### config.mk
export PLATFORM = sky130hd
export DESIGN_NAME = iopad_in_filter
export DESIGN_NICKNAME = d
export VERILOG_FILES = /design/src/rtl/iopad_pkg.sv /design/src/rtl/iopad_in_filter_lane.sv /design/src/rtl/iopad_in_filter.sv
export SDC_FILE = /design/constraint.sdc
export NUM_CORES = 1
export LEC_CHECK = 0
export ABC_CLOCK_PERIOD_IN_PS = 2100
export BUFFER_PORTS_ARGS = -buffer_cell sky130_fd_sc_hd__buf_2
export CORE_MARGIN = 3
export CORE_UTILIZATION = 48
export CTS_CLUSTER_SIZE = 25
export DETAILED_ROUTE_END_ITERATION = 10
export GPL_ROUTABILITY_DRIVEN = 0
export HOLD_SLACK_MARGIN = 0.05
export PLACE_DENSITY = 0.75
export SYNTH_ARGS = -nofsm -noshare
export SYNTH_HDL_FRONTEND = slang
export SYNTH_HIERARCHICAL = 1
export SYNTH_SLANG_ARGS = --single-unit
### constraint.sdc
create_clock -name clk -period 2.1 [get_ports clk]
set_input_delay 0.525 -clock clk [delete_from_list [all_inputs] [get_ports clk]]
set_output_delay 0.525 -clock clk [all_outputs]
set_load 0.05 [all_outputs]
### src/rtl/iopad_pkg.sv
// iopad_pkg: shared types and defaults for the pad input filter.
// Lane state encoding plus default synchroniser/debounce depths.
package iopad_pkg;

  typedef enum logic [1:0] {
    STABLE_LO = 2'd0,
    CHK_HI    = 2'd1,
    STABLE_HI = 2'd2,
    CHK_LO    = 2'd3
  } iopad_lane_state_e;

  localparam int IOPAD_SYNC_STAGES_DEF = 2;
  localparam int IOPAD_DEBOUNCE_DEF    = 4;

endpackage

### src/rtl/iopad_in_filter_lane.sv
// iopad_in_filter_lane: one pad lane -- sync chain, debounce FSM,
// registered clean level and single-cycle edge pulses.
module iopad_in_filter_lane
  import iopad_pkg::*;
#(
  parameter int SYNC_STAGES     = IOPAD_SYNC_STAGES_DEF,
  parameter int DEBOUNCE_CYCLES = IOPAD_DEBOUNCE_DEF,
  parameter int CNT_W           = $clog2(DEBOUNCE_CYCLES)
) (
  input  logic clk,
  input  logic rst_n,
  input  logic condition,
  input  logic pad,
  output logic clean,
  output logic rise,
  output logic fall
);

  localparam logic [CNT_W-1:0] CNT_LAST = CNT_W'(DEBOUNCE_CYCLES - 1);
  localparam logic [CNT_W-1:0] CNT_ONE  = CNT_W'(1);

  logic [SYNC_STAGES-1:0] sync_q;
  logic                   s;

  iopad_lane_state_e state_q, state_d;
  logic [CNT_W-1:0]  cnt_q, cnt_d;
  logic              clean_q, clean_d;
  logic              rise_q, rise_d;
  logic              fall_q, fall_d;

  // Sync chain keeps running even while the lane is gated off.
  always_ff @(posedge clk or negedge rst_n) begin
    if (!rst_n) begin
      sync_q <= '0;
    end else begin
      sync_q <= {sync_q[SYNC_STAGES-2:0], pad};
    end
  end

  assign s = sync_q[SYNC_STAGES-1];

  always_comb begin
    state_d = state_q;
    cnt_d   = cnt_q;
    rise_d  = 1'b0;
    fall_d  = 1'b0;
    if (!condition) begin
      state_d = STABLE_LO;
      cnt_d   = '0;
    end else begin
      unique case (state_q)
        STABLE_LO: begin
          if (s) begin
            state_d = CHK_HI;
            cnt_d   = CNT_ONE;
          end
        end
        CHK_HI: begin
          if (!s) begin
            state_d = STABLE_LO;
            cnt_d   = '0;
          end else if (cnt_q == CNT_LAST) begin
            state_d = STABLE_HI;
            cnt_d   = '0;
            rise_d  = 1'b1;
          end else begin
            cnt_d = cnt_q + CNT_ONE;
          end
        end
        STABLE_HI: begin
          if (!s) begin
            state_d = CHK_LO;
            cnt_d   = CNT_ONE;
          end
        end
        CHK_LO: begin
          if (s) begin
            state_d = STABLE_HI;
            cnt_d   = '0;
          end else if (cnt_q == CNT_LAST) begin
            state_d = STABLE_LO;
            cnt_d   = '0;
            fall_d  = 1'b1;
          end else begin
            cnt_d = cnt_q + CNT_ONE;
          end
        end
        default: begin
          state_d = STABLE_LO;
          cnt_d   = '0;
        end
      endcase
    end
    clean_d = (state_d == STABLE_HI) || (state_d == CHK_LO);
  end

  always_ff @(posedge clk or negedge rst_n) begin
    if (!rst_n) begin
      state_q <= STABLE_LO;
      cnt_q   <= '0;
      clean_q <= 1'b0;
      rise_q  <= 1'b0;
      fall_q  <= 1'b0;
    end else begin
      state_q <= state_d;
      cnt_q   <= cnt_d;
      clean_q <= clean_d;
      rise_q  <= rise_d;
      fall_q  <= fall_d;
    end
  end

  assign clean = clean_q;
  assign rise  = rise_q;
  assign fall  = fall_q;

endmodule

### src/rtl/iopad_in_filter.sv
// iopad_in_filter: per-pad synchronise + debounce for N_PADS lanes,
// all gated by a shared condition enable.
module iopad_in_filter
  import iopad_pkg::*;
#(
  parameter int N_PADS          = 3,
  parameter int SYNC_STAGES     = IOPAD_SYNC_STAGES_DEF,
  parameter int DEBOUNCE_CYCLES = IOPAD_DEBOUNCE_DEF,
  parameter int CNT_W           = $clog2(DEBOUNCE_CYCLES)
) (
  input  logic              clk,
  input  logic              rst_n,
  input  logic              condition,
  input  logic [N_PADS-1:0] fs_in,
  output logic [N_PADS-1:0] fs_clean,
  output logic [N_PADS-1:0] fs_rise,
  output logic [N_PADS-1:0] fs_fall
);

  for (genvar i = 0; i < N_PADS; i++) begin : g_lane
    iopad_in_filter_lane #(
      .SYNC_STAGES     (SYNC_STAGES),
      .DEBOUNCE_CYCLES (DEBOUNCE_CYCLES),
      .CNT_W           (CNT_W)
    ) u_lane (
      .clk       (clk),
      .rst_n     (rst_n),
      .condition (condition),
      .pad       (fs_in[i]),
      .clean     (fs_clean[i]),
      .rise      (fs_rise[i]),
      .fall      (fs_fall[i])
    );
  end

endmodule
## Word-level counts from Yosys, hierarchy flattened

Cells that the tools add are included.

| word-level totals | value |
|---|---|
| register bits | 27 |
| bits of input ports | 6 |

| cells by class | value |
|---|---|
| $add $sub $neg | 3 |
| eq/ne operators | 24 |
| multiplexer cells | 66 |
| reduce and logical (&&, ||, !) cells | 9 |

Operators by type and width:

| kind | number |
|---|---|
| two-way mux 2 bit | 39 |
| one-hot mux 2 bit (4 select lines) | 6 |
| == test 2 bit, second input constant | 15 |
| two-way mux 1 bit | 21 |
| inequality test 3 x 2 -> 1 bit, second input constant | 3 |
| inequality test 3 bit, second input constant | 3 |
| adder 2 x 1 -> 2 bit, second input constant | 3 |
| == test 2 x 1 -> 1 bit, second input constant | 3 |
| zero test 2 bit | 3 |
| AND reduction 2 bit | 3 |
| logical OR 1 bit | 3 |

## Depth between registers and ports, before layout

| logic depth | value |
|---|---|
| depth in word-level cells | 7 |
| mapped depth | 3 |
| gate-level depth less buffers | 3 |

## By module

The synthesis kept the hierarchy.

By module, submodules not included:

| module | times used | cells each | area each (µm²) | sequential area each (µm²) |
|---|---|---|---|---|
| iopad_in_filter_lane at g_lane[0].u_lane ... | 2 | 25 | 342.8 | 225.2 |
| iopad_in_filter_lane at g_lane[1].u_lane | 1 | 25 | 344.1 | 225.2 |

## Least setup slack after synthesis

OpenSTA, ideal clock, no wires.

| timing path | value |
|---|---|
| path kind | register to output |
| start | reg g_lane[0].u_lane.clean_q |
| end | out fs_clean[0] |
| data arrival time | 0.586 ns |
| setup slack | 0.989 ns |
| stages on the path, launching flop included | 1 |
| path buffers | 0 |
| cells stage by stage | dfrtp_1 |

RTL lines:

| item | RTL line | RTL |
|---|---|---|
| start: declaration | iopad_in_filter_lane.sv:27 | `logic clean_q, clean_d;` |
| start signal: assignment | iopad_in_filter_lane.sv:107 | `clean_q <= clean_d;` |
| end: declaration | iopad_in_filter.sv:15 | `output logic [N_PADS-1:0] fs_clean,` |

No word-level cell between the ends.

## Final worst setup path

| timing path | value |
|---|---|
| start | reg g_lane[1].u_lane.rise_q |
| end | out fs_rise[1] |

RTL lines:

| item | RTL line | RTL |
|---|---|---|
| start: declaration | iopad_in_filter_lane.sv:28 | `logic rise_q, rise_d;` |
| start signal: assignment | iopad_in_filter_lane.sv:108 | `rise_q <= rise_d;` |
| end: declaration | iopad_in_filter.sv:16 | `output logic [N_PADS-1:0] fs_rise,` |

No word-level cell between the ends.

==> metrics.txt <==
Max Slew Vio Count 0; Clock Latency Late Sink 330 ps; drt drc 0; post-synthesis cell type count 14; clock buffer depth 2; cell taking the most area after synthesis dfrtp_1; Post-CTS Hold Buffers 0; antenna violations before repair 0; register bit total from synthesis 27; max cap viols 0; Core ar. 2000 um^2; WS Path Type flip-flop to output port; CP Buf/Inv Count 1; dpl cell area 1130 um^2; register share of total power 0.681; vias in the first global route 617; register area share after synthesis 0.656; Starting Density 0.514; Synth top area share 0.656; WL final 1500 um; RSZ-0062 raised after global routing no; routed vias/inst 5.42; Num CTS Buffers 3; largest family of logic cells by synthesized area simple AND/OR/NAND/NOR gates; Critical Path Fanout Max 1; most frequently used flop master after synthesis dfrtp_1; Peak Freq 687 MHz; period utilization 0.693; Synth Area in Simple Gates 0.148; CTS tree yes; Comb power frac 0.048; mean post-synth cell area 13.7 um^2; Sw Pwr 0.000181 W; layout cells sized above 1 0.215; area grow syn2layout 13.0%; most common cell in the netlist dfrtp_1; diode count 0; leakage power 0.600 nW; CP Capture Type output port; DP HPWL 1030 um; 1st-iter DRT viols 1; largest net degree at the start of global routing 28; Net Sw Frac 0.226; delay-heaviest family, CP flip-flops; post-DR wirelength/cell 12.5 um; final hold vios 0; GR Util All Layers 0.132; Setup TNS Final 0 ps; Synth Instances 75; Req. time, crit path 1570 ps; Resized Gates After CTS 0; Vias 650; maximum VDD drop 0.540 mV; buffers added on ports 14; Worst-Margin Slew 554 ps; Clock transition at path regs 150 ps; slowest CP cell dfrtp_1; Syn Std Cell Area 1030 um^2; Setup Fix Bufs, Post-CTS 0; internal power 0.000622 W; cell area after layout 1160 um^2; Post-synth EDFFs 0; DR pass1 iterations 4; XOR/XNOR Fraction of Synth Area 0.0255; die area 2740 um^2; nets@finish 103; Hold Path Class primary input to async pin; first-pass GRT wire length 2590 um; Tmin final 1460 ps; GRT overflow 0; Power Density 691 nW/um^2; Clk pwr share 0.271; top post-synthesis cells by area dfrtp_1, nor3b_1, o21a_1; # setup viols final 0; Setup Skew 18.7 ps; H-Tree Depth 1; Worst Path Arrival 930 ps; Ys Warns 6; Async S/R FF share, synth 1.00; status finished clean; Die H 52.3 um; Root Buffer clkbuf_4; FP Rows 16; critical-path cell list buf_2; Crit path largest cell delay 350 ps; post-synthesis adder-cell area fraction 0.0365; num ports 15; syn_nets 84; Die X 52.3 um; post-synthesis compound-gate area fraction 0.104; crit start category flip-flop; antenna-violating nets left 0; Pwr Total 0.000804 W; Sink Count 27; mux cell area share after synthesis 0.0292; Worst slew margin 0.631; top cells by count, synth dfrtp_1, nand3_1, nor3b_1, o21a_1; Core Util, Final 0.581
[layer usage]
| layer | share of wire | track usage |
|---|---|---|
| met1 | 0.44 | 0.147 |
| met2 | 0.48 | 0.215 |
| met3 | 0.065 | 0.0513 |
| met4 | 0.017 | 0.0723 |
| met5 | 0 | 0 |
[metrics by stage]
stage / setup WS (ps) / cells / hold WS, ps
2_1_floorplan: 989 / 75 / 229
3_3_place_gp: 863 / 116 / 338
3_5_place_dp: 819 / 116 / 341
4_1_cts: 626 / 120 / 171
5_1_grt: 593 / 120 / 182
6_report: 645 / 120 / 159
[logic make-up (layout without fill, tap and decap cells)]
kind of cell / after synthesis / in the layout
xor+xnor: 3 / 3
fa+ha+maj: 3 / 3
buf+inv: 0 / 18
mux: 3 / 3
flops: 27 / 27
simple gates: 25 / 25
compound gates: 14 / 14
[final cells by class]
class / instances / area, um^2
Sequential cell: 27 / 676
Clock buffer: 3 / 22.5
Fill cell: 170 / 838
Multi-Input combinational cell: 48 / 354
Timing Repair Buffer: 14 / 70.1
Tap cell: 27 / 33.8
Clock inverter: 1 / 7.51
[worst register-to-register path, cell delays in order (launching register included)]
cell	delay, ps
dfrtp_1	430
ha_1	260
and3_2	230
o21a_1	180
[power by group through the flow]
stage	clock, W	combinational (W)	sequential, W
detailed placement	0	0.0000397	0.000557
global route	0.000246	0.0000451	0.000550
finish	0.000218	0.0000383	0.000548
floorplan	0	0.0000174	0.000554
global placement	0	0.0000383	0.000556
CTS	0.000231	0.0000397	0.000547
[registers in the layout, summed over array words and instances (netlist names)]
signal / count
g_lane.u_lane/rise: 3
g_lane.u_lane/cnt_q: 6
g_lane.u_lane/sync_q: 6
g_lane.u_lane/fall: 3
g_lane.u_lane/state_q: 6
g_lane.u_lane/clean: 3
[cell usage in the layout (no fill, tap or decap), drive strengths merged]
cell and count:
nor3b 6, dfrtp 27, o21ai 2, clkbuf 3
buf 14, and3 6, mux2i 3, o21a 6
clkinvlp 1, nand2 4, ha 3, nand3b 3
nand3 6, o211a 3, a21boi 3, xor2 3
[worst paths after layout]
check | slack, ps | end | startpoint | cells past startpoint
worst max-delay path | 640 | fs_rise[1] | g_lane[1].u_lane/rise | 1
worst min-delay path | 160 | g_lane[2].u_lane/fall | rst_n | 1
worst max register to register | 910 | g_lane[1].u_lane/state_q[1] | g_lane[1].u_lane/cnt_q[0] | 3
worst min register to register | 360 | g_lane[1].u_lane/sync_q[1] | g_lane[1].u_lane/sync_q[0] | 0
max in group asynchronous | 1550 | g_lane[0].u_lane/clean | rst_n | 1
min in group clk | 310 | g_lane[0].u_lane/sync_q[0] | fs_in[0] | 1
No activity file was read; power rests on OpenSTA's default activity.
